===== config.mk =====
export PLATFORM = sky130hd
export DESIGN_NAME = uart_cmd_sequencer
export DESIGN_NICKNAME = d
export VERILOG_FILES = /design/src/rtl/uart_cmd_sequencer.sv
export SDC_FILE = /design/constraint.sdc
export NUM_CORES = 1
export LEC_CHECK = 0
export BUFFER_PORTS_ARGS = -buffer_cell sky130_fd_sc_hd__buf_2
export CAP_MARGIN = 20
export CORE_ASPECT_RATIO = 1.5
export CORE_MARGIN = 4
export CORE_UTILIZATION = 55
export DETAILED_ROUTE_END_ITERATION = 12
export PLACE_DENSITY_LB_ADDON = 0.2
export SYNTH_ARGS = -nofsm -noshare
export SYNTH_HDL_FRONTEND = slang
export SYNTH_SLANG_ARGS = --single-unit
export TNS_END_PERCENT = 100

===== constraint.sdc =====
create_clock -name Clk_100M -period 5.4 [get_ports Clk_100M]
set_clock_uncertainty 0.15 [all_clocks]
set_input_delay 0.54 -clock Clk_100M [delete_from_list [all_inputs] [get_ports Clk_100M]]
set_output_delay 0.54 -clock Clk_100M [all_outputs]
set_load 0.01 [all_outputs]

===== src/rtl/uart_cmd_sequencer.sv =====
// Command sequencer between the UART receiver and sender: decodes 'r'/'w' commands,
// owns the LED register and sends one reply per command. Optional echo: UART_CMD_ECHO_EN.
module uart_cmd_sequencer #(
  parameter int               CNT_W    = 27,
  parameter logic [CNT_W-1:0] TIMEOUT  = 27'd100000000,
  parameter logic [7:0]       ACK_BYTE = 8'h4B,
  parameter logic [7:0]       NAK_BYTE = 8'h3F
) (
  input  logic       Clk_100M,
  input  logic       Reset,
  input  logic [7:0] rx_data,
  input  logic       rx_ready,
  output logic       rx_ack,
  output logic [7:0] tx_data,
  output logic       tx_send,
  input  logic       tx_busy,
  output logic [7:0] LEDs,
  output logic       overrun,
  output logic       cmd_error
);

  typedef enum logic [2:0] {IDLE, WAIT_ARG, SEND, WAIT_TX, ECHO} state_t;

  localparam logic [CNT_W-1:0] TMAX = TIMEOUT - CNT_W'(1);
  localparam logic [7:0] CMD_W = 8'h77;
  localparam logic [7:0] CMD_R = 8'h72;

  state_t           state;
  logic             rdy_q;
  logic [CNT_W-1:0] cnt;
  logic [7:0]       reply;
  logic             tx_first;
  logic             accept;
  logic             busy_state;
  logic             dec_go;
  logic [7:0]       dec_byte;
  logic             dec_arg;

`ifdef UART_CMD_ECHO_EN
  logic [7:0] byte_q;
  logic       is_arg;
  logic [1:0] echo_ph;
`endif

  // A level held high on rx_ready counts once: only its rising edge is an event.
  assign accept     = rx_ready & ~rdy_q;
  assign busy_state = (state == SEND) || (state == WAIT_TX) || (state == ECHO);

  // The decoder sees either the live byte or, when echoing, the byte saved for it.
  always_comb begin
    dec_go   = 1'b0;
    dec_byte = rx_data;
    dec_arg  = 1'b0;
`ifdef UART_CMD_ECHO_EN
    dec_go   = (state == ECHO) && (echo_ph == 2'd2) && !tx_busy;
    dec_byte = byte_q;
    dec_arg  = is_arg;
`else
    dec_go   = accept && ((state == IDLE) || (state == WAIT_ARG));
    dec_arg  = (state == WAIT_ARG);
`endif
  end

  always_ff @(posedge Clk_100M) begin
    if (Reset) begin
      state     <= IDLE;
      rdy_q     <= 1'b0;
      cnt       <= '0;
      reply     <= '0;
      tx_first  <= 1'b0;
      rx_ack    <= 1'b0;
      tx_data   <= '0;
      tx_send   <= 1'b0;
      LEDs      <= '0;
      overrun   <= 1'b0;
      cmd_error <= 1'b0;
`ifdef UART_CMD_ECHO_EN
      byte_q    <= '0;
      is_arg    <= 1'b0;
      echo_ph   <= '0;
`endif
    end else begin
      rdy_q     <= rx_ready;
      rx_ack    <= accept;
      tx_send   <= 1'b0;
      cmd_error <= 1'b0;
      if (accept && busy_state) overrun <= 1'b1;

      case (state)
        IDLE: begin
`ifdef UART_CMD_ECHO_EN
          if (accept) begin
            byte_q  <= rx_data;
            is_arg  <= 1'b0;
            echo_ph <= 2'd0;
            state   <= ECHO;
          end
`endif
        end
        WAIT_ARG: begin
          if (!accept) begin
            if (cnt == TMAX) begin
              cmd_error <= 1'b1;
              state     <= IDLE;
            end else begin
              cnt <= cnt + 1'b1;
            end
          end
`ifdef UART_CMD_ECHO_EN
          else begin
            byte_q  <= rx_data;
            is_arg  <= 1'b1;
            echo_ph <= 2'd0;
            state   <= ECHO;
          end
`endif
        end
        SEND: begin
          if (!tx_busy) begin
            tx_data  <= reply;
            tx_send  <= 1'b1;
            tx_first <= 1'b1;
            state    <= WAIT_TX;
          end
        end
        WAIT_TX: begin
          // Sender may raise busy one cycle late, so the first cycle is skipped.
          tx_first <= 1'b0;
          if (!tx_first && !tx_busy) state <= IDLE;
        end
`ifdef UART_CMD_ECHO_EN
        ECHO: begin
          case (echo_ph)
            2'd0: if (!tx_busy) begin
              tx_data <= byte_q;
              tx_send <= 1'b1;
              echo_ph <= 2'd1;
            end
            2'd1:    echo_ph <= 2'd2;
            default: ;
          endcase
        end
`endif
        default: state <= IDLE;
      endcase

      if (dec_go) begin
        if (dec_arg) begin
          LEDs  <= dec_byte;
          reply <= ACK_BYTE;
          state <= SEND;
        end else if (dec_byte == CMD_W) begin
          cnt   <= '0;
          state <= WAIT_ARG;
        end else if (dec_byte == CMD_R) begin
          reply <= LEDs;
          state <= SEND;
        end else begin
          reply     <= NAK_BYTE;
          cmd_error <= 1'b1;
          state     <= SEND;
        end
      end
    end
  end

endmodule


# Yosys cells after proc, flatten, opt, wreduce, memory -nomap -nowiden
# Cells that the tools add are included.
# word_totals
out_inout_bits,20
inputBits,12
word_cells,73
ff_bits,60
# op_classes
addsub,1
bitwise_logic,4
n_mux,27
eq_ne,14
reduce_logical,16
# ops
cell,n
27-bit two-way mux,6
27-bit by 1-bit adder with 27-bit output (second input constant),1
27-bit == test (second input constant),1
8-bit two-way mux,3
8-bit by 7-bit == test with 1-bit output (second input constant),2
3-bit two-way mux,5
3-bit one-hot mux with 4 select lines,1
1-bit two-way mux,9
2-bit AND reduction,4
3-bit by 2-bit == test with 1-bit output (second input constant),2
2-bit inequality test (second input constant),3
3-bit by 2-bit inequality test with 1-bit output (second input constant),2
3-bit inequality test (second input constant),2
5-bit AND reduction,1
2-bit two-way mux,2
3-bit by 1-bit == test with 1-bit output (second input constant),1
3-bit == test (second input constant),1
1-bit logical AND,3
3-bit zero test,1
1-bit logical OR,3
1-bit NOT,3
1-bit zero test,2
1-bit one-hot mux with 2 select lines,1
2-bit nonzero test,1
2 further kinds,2

# Logic depth before layout (Yosys ltp)
# Gate-level depths: netlist of the first run.
# logic_depth
depth_word,8
ltp_mapped,8
depth_no_buf,6

# Least setup slack after synthesis of the first run
# OpenSTA, ideal clock, no wires.
# synth_timing
path_type,input to register
from,input rx_ready
to,register cnt[15]
path_slack_ns,3.555
cell_stages,6
arrival_time_ns,1.625
setup_time_ns,0.070
path_buffers,1
required_time_ns,5.180
path_cell_list,and2b_1 nor2_4 buf_4 nand4_1 or3_1 a21oi_1
# synth_via
elab_chain_cells,6
word_cells_on_any_way,7
classes_between,mux: 5; bitwise: 1; reduce/logical: 1
# synth_lines
item,line,rtl
start: declaration,12,"input logic rx_ready,"
1-bit AND (*),46,assign accept = rx_ready & ~rdy_q;
27-bit two-way mux,101,if (!accept) begin
27-bit two-way mux,89,case (state)
27-bit two-way mux,152,end else if (dec_byte == CMD_W) begin
27-bit two-way mux,148,if (dec_arg) begin
27-bit two-way mux (*),147,if (dec_go) begin
end signal: assignment,106,cnt <= cnt + 1'b1;
end: declaration,30,logic [CNT_W-1:0] cnt;
# Mark *: on every way between the ends. The rest lies on a longest branch, timed or not.
# A chain may end at the register's enable or synchronous reset.

# Final worst setup path of the first run
# layout_timing
from,register state[0]
to,register cnt[26]
# layout_via
elab_chain_cells,5
word_cells_on_any_way,8
classes_between,eq/ne: 1; mux: 4; reduce/logical: 3
# layout_lines
item,line,rtl
start: declaration,28,state_t state;
start signal: assignment,66,state <= IDLE;
start signal: assignment,104,state <= IDLE;
start signal: assignment,123,state <= WAIT_TX;
3-bit by 1-bit == test with 1-bit output,"59, 60, 89",
27-bit two-way mux,89,
27-bit two-way mux,152,
27-bit two-way mux,148,
27-bit two-way mux (*),147,
# Marks and branches as above.

==> metrics, run 1 <==
Hold Path Class reg2reg; Pins Over Slew Limit 0; Critical Path AT 2.30 ns; port bufs 31; final hold violation count 0; Crit Path Max Fanout 10; Worst Setup Start Kind flip-flop; grt ovf 0; # hold bufs at CTS 0; final clock period utilization by the worst path 0.417; post-synth top area share 0.447; DRT Wirelength around 5.7 mm; Die ar. about 0.006 mm²; worst skew pair latency about 0.33 ns; cell area power density ~290 mW/mm²; Worst Hold Path EP reply[2]; worst-path cell chain nand2b_1 -> nor4_2 -> nand4_1 -> xor2_1 -> nor2_1; starting density of the core 0.577; layout cell share with drive strength beyond 1 0.171; synth unique cells between 50 and 60; register area share after synthesis 0.447; TritonCTS buffer count 9; Setup-failing EPs final 0; TritonCTS Sinks 59; slowest stage cell, crit path nor4_2; min Tclk post-route 2.25 ns; RR Startpoint state[0]; hold wc startpoint reply[2]; FF-to-FF setup slack approximately 3.1 ns; worst hold path depth 2; syn avg cell area 8.75 µm²; Syn. warnings 0; ys flop type dfxtp_1; row count 30; Leak 1.10 nW; Core Region approximately 0.0046 mm²; post-route ant nets 0; Iter 0 DRT Violations 104; required time of the critical path ~5.5 ns; Slew HR 0.299; CP Capture Type flip-flop; HPWL Detailed 4.07 mm; first-pass GRT wire length just under 10 mm; cts repair resizes 0; Post-CTS Setup Bufs 0; ANT cells 0; Gate Count Post-Synth roughly 300; Clock Pin Slew Worst Setup and Hold Paths ~0.06 ns; I/O pins 32; final net count 343; syn nets 315; largest net degree at the start of global routing 35; Layout area overhead 12.8%; FF+latch count, synth 59; wire per inst around 14 µm; TNS Setup 0 ns; run status finished clean; Die Span Y 92.9 µm; Max-cap violations 0; Die W ~65 µm; Total Routing Usage GR 0.212; R2R depth 5; vias in the first global route around 2200; CTS tree built; clk buf depth 2; htree depth 3; Critical R2R Capture cnt[26]; Crit Path Category reg2reg; Post-synth ARST share 0; area of the mapped netlist 0.00264 mm²; RSZ-0062 raised after global routing false; maximum vdd drop between 0.2 and 0.3 mV; global placement routability congestion ~0.84; FMAX around 440 MHz; CP max stage delay roughly 0.65 ns; DRC errors left 0; Via density ~5.7; initial antenna violation count 0; Least-Margin Pin Slew 1.05 ns; Root Driver clkbuf_8; Post-synth EDFFs 0; via count 2275; top cells by area, synth dfxtp_1, a21oi_1, nor2_1; first drt pass iteration count 4; cell taking the most area after synthesis dfxtp_1; final core occ 0.651
==> cell families after synthesis <==
kind of cell | Yosys count | share of synthesized area
flops | 59 | 0.447
simple gates | 146 | 0.312
xor+xnor | 13 | 0.0431
buf+inv | 17 | 0.0346
fa+ha+maj | 1 | 0.00474
mux | 9 | 0.0341
compound gates | 57 | 0.125
==> final cells by class <==
cell class	instances	area, µm²
tap	64	80.1
fill	405	1600
inverter	2	7.51
clock inverter	2	10.0
timing repair buffer	32	163
clock buffer	13	169
multi-input combinational	226	1370
sequential	59	1180
==> worst max-delay path by stage <==
stage,endpoint,startpoint,slack [ns]
after global placement,cnt[2],rx_ready,3.00
after detailed placement,cnt[2],rx_data[3],2.94
after global routing,cnt[26],state[0],2.88
after CTS,tx_data[2],state[1],3.12
after floorplan,cnt[15],rx_ready,3.56
final,cnt[26],state[0],3.15
==> Yosys cell counts, drive strengths merged (2+ instances only) <==
cell type	number
dfxtp	59
mux2i	9
nand4	17
clkbuf	5
xor2	12
nand2b	4
a311oi	2
or3	12
nor3	4
and2	4
o21ai	12
nor2	37
inv	2
or4	2
o31ai	2
a21oi	28
nor2b	4
nand3	14
and4	2
buf	10
a31oi	2
and3	7
a211oi	2
o22ai	3
nor4	4
o211ai	3
nand2	28
==> state kept, by name, indices dropped and copies added, names as in the netlist <==
signal     count
rx_ack         1
tx_first       1
tx_data        8
state          2
overrun        1
LEDs           8
rdy_q          1
cnt           27
tx_send        1
reply          8
cmd_error      1
==> worst max-delay path, delay by kind of cell, from the launching register on <==
kind | cells | cell delay [ns]
XOR/XNOR | 1 | 0.19
flip-flops | 1 | 0.49
AND/OR/NAND/NOR | 4 | 1.27
==> routing by layer <==
layer	share of wire	up-vias	global-route usage
met5	0	-	0
met4	0.027	0	0.102
met3	0.043	16	0.0583
met2	0.53	65	0.378
met1	0.40	1047	0.224
li1	-	1147	-
==> cells in the final DEF, fill, tap and decap left out, types with 2 or more instances in the layout <==
master    instances
a311oi_1          2
nand4_1          16
o21ai_1          11
nor2_1           36
nand2_1          28
buf_2            31
nor2b_1           4
and2_1            4
a211oi_1          2
and4_1            2
and3_1            6
nand2b_1          4
nand3_1          13
clkbuf_8         12
xor2_1           12
inv_1             2
mux2i_1           9
o211ai_1          3
a31oi_1           2
clkinv_2          2
a21oi_1          27
dfxtp_1          59
o22ai_1           3
or4_1             2
o31ai_1           2
nor3_1            3
or3_1            11
nor4_2            2
==> metrics by stage <==
| step | setup WS [ns] | hold WS (ns) | cell area, µm² | instances | total power [mW] |
|---|---|---|---|---|---|
| final | 3.15 | 0.303 | 2980 | 398 | 0.876 |
| after global routing | 2.88 | 0.306 | 2980 | 398 | 0.910 |
| after CTS | 3.12 | 0.292 | 2980 | 398 | 0.884 |
| after detailed placement | 2.94 | 0.298 | 2800 | 383 | 0.525 |
| after global placement | 3.00 | 0.292 | 2800 | 383 | 0.523 |
| after floorplan | 3.56 | 0.282 | 2640 | 302 | 0.508 |
==> report_power, final <==
group / switching [mW] / internal (mW) / leakage (nW) / total (mW)
clock network: 0.161 / 0.200 / 0.0953 / 0.361
logic: 0.0372 / 0.0222 / 0.529 / 0.0594
registers: 0.00854 / 0.447 / 0.479 / 0.456
total: 0.207 / 0.669 / 1.10 / 0.876
(Power assumes the default switching activity.)
==> run 2: changes to the inputs <==
--- a/config.mk
+++ b/config.mk
@@ -9,7 +9,7 @@
 export CAP_MARGIN = 20
 export CORE_ASPECT_RATIO = 1.5
 export CORE_MARGIN = 4
-export CORE_UTILIZATION = 55
+export CORE_UTILIZATION = 52
 export DETAILED_ROUTE_END_ITERATION = 12
 export PLACE_DENSITY_LB_ADDON = 0.2
 export SYNTH_ARGS = -nofsm -noshare
==> constraint.sdc (replaced) <==
create_clock -name Clk_100M -period 2 [get_ports Clk_100M]
set_clock_uncertainty 0.15 [all_clocks]
set_input_delay 0.2 -clock Clk_100M [delete_from_list [all_inputs] [get_ports Clk_100M]]
set_output_delay 0.2 -clock Clk_100M [all_outputs]
set_load 0.01 [all_outputs]
==> run 2 against run 1 <==
Effect of this change: the run now ends with hold timing left; via count grew 4.0%; first-iteration DRC count grew 2.9%; fmax grew 20%; largest power group unchanged.
==> metrics, run 2 (same netlist as run 1, synthesis figures left out) <==
first drt pass iteration count 4; largest net degree at the start of global routing 27; htree depth 3; Reg with most FFs cnt; wire per inst between 10 and 15 µm; Leak between 1 and 1.5 nW; TritonCTS Sinks a little under 60; RR Startpoint cnt[9]; Critical R2R Capture cnt[5]; maximum vdd drop 0.580 mV; grt ovf 0; min Tclk post-route 1.88 ns; initial antenna violation count 0; Slew HR 0.779; final hold violation count 1; via count 2366; R2R depth 6; final clock period utilization by the worst path 0.940; run status finished with violations; Total Routing Usage GR 0.216; FF-to-FF setup slack 0.12 ns; first-pass GRT wire length 10.5 mm; DRT Wirelength slightly above 6 mm; Pins Over Slew Limit 0; max reg flops 27; worst hold path depth 3; Layout area overhead 22.3%; Iter 0 DRT Violations around 110; Crit Path Category reg2reg; Hold Path Class in2reg; Hold WS -0.00516 ns; starting density of the core 0.540; Worst Hold Path EP LEDs[5]; Crit Path Max Fanout 14; HPWL Detailed about 4.3 mm; DRC errors left 0; failing checks hold timing; layout cell share with drive strength beyond 1 0.220; Clock Pin Slew Worst Setup and Hold Paths 0.06 ns; Via density about 5.6; most frequent cells in the layout dfxtp_1, nor2_1, buf_2; TritonCTS buffer count 9; global placement routability congestion 0.815; Die W 66.2 µm; vias in the first global route approximately 2400; Critical Path AT about 2 ns; I/O pins 32; Worst Setup Start Kind flip-flop; cell area power density approximately 770 mW/mm²; Core Region 0.00489 mm²; FMAX about 530 MHz; CP Capture Type flip-flop; final net count 368; worst skew pair latency about 0.33 ns; Die ar. roughly 0.0063 mm²; Die Span Y about 95 µm; Root Driver clkbuf_8; Max-cap violations 0; CTS tree built; fill cell count roughly 420; most common cell after layout, fill and taps aside dfxtp_1; hold wc startpoint rx_data[5]; required time of the critical path between 2 and 2.5 ns; ANT cells 0; row count 31; Setup-failing EPs final 0; clk buf depth 2; port bufs 31; Least-Margin Pin Slew roughly 0.33 ns; final core occ 0.661; post-route ant nets 0; CP startpoint cnt[9]
## run 2: changes by cell type in the layout (fill, tap and decap cells not counted), sizes merged
cell / previous run / this run
dlygate4sd3: 0 / 8
buf: 32 / 49
bufinv: 0 / 1
clkinv: 2 / 1
## run 2: worst max path at each step
stage                          to  depth (start not counted)
after floorplan           cnt[16]                          6
after global placement    cnt[16]                          6
after detailed placement  cnt[16]                          6
after CTS                 cnt[16]                          6
after global routing       cnt[4]                          6
final                      cnt[5]                          6
## run 2: report_power, final
| group | switching, mW | total (mW) | internal, mW |
|---|---|---|---|
| Combinational | 0.113 | 0.204 | 0.0911 |
| Clock | 0.435 | 1.07 | 0.635 |
| Sequential | 0.0194 | 1.23 | 1.21 |
## run 2: per-layer routing
layer / GRT usage / vias up / wire length, µm
met5: 0 / - / 0
met4: 0.0729 / 0 / 80
met3: 0.0566 / 9 / 222
met2: 0.424 / 41 / 3460
met1: 0.210 / 1125 / 2290
li1: - / 1191 / -
## run 2: stage by stage
stage / setup slack, ns / setup TNS (ns) / instance area, µm² / std cells / power (mW)
2_1_floorplan: 0.221 / 0 / 2640 / 302 / 1.37
4_1_cts: 0.0359 / 0 / 3180 / 422 / 2.51
6_report: 0.120 / 0 / 3230 / 425 / 2.50
5_1_grt: -0.00818 / -0.00818 / 3230 / 425 / 2.60
3_3_place_gp: 0.137 / 0 / 2910 / 399 / 1.43
3_5_place_dp: 0.0536 / 0 / 2910 / 399 / 1.43
## run 2: worst max-delay path, stage by stage, from the launching register on
cell and delay [ns]:
dfxtp_1 0.39, and4bb_1 0.24, nand4_1 0.13, nor3_2 0.07, buf_4 0.17, or4_1 0.48, a21oi_1 0.18
## run 2: area by class of cell
class | instances | area (µm²) | share of cell area
flip-flops and latches | 59 | 1180 | 0.367
repair buffers | 57 | 370 | 0.115
well taps | 66 | 82.6 | 0.0256
multi-input cells | 226 | 1390 | 0.431
inverters | 2 | 7.51 | 0.00232
clock inverters | 2 | 35.0 | 0.0108
clock buffers | 13 | 159 | 0.0492
## run 2: repair_timing
item,CTS,global route
endpoints found under the hold margin,8,0
hold buffers,8,0
endpoints found under the setup margin,0,11
resized for setup,0,8
buffers inserted,0,3
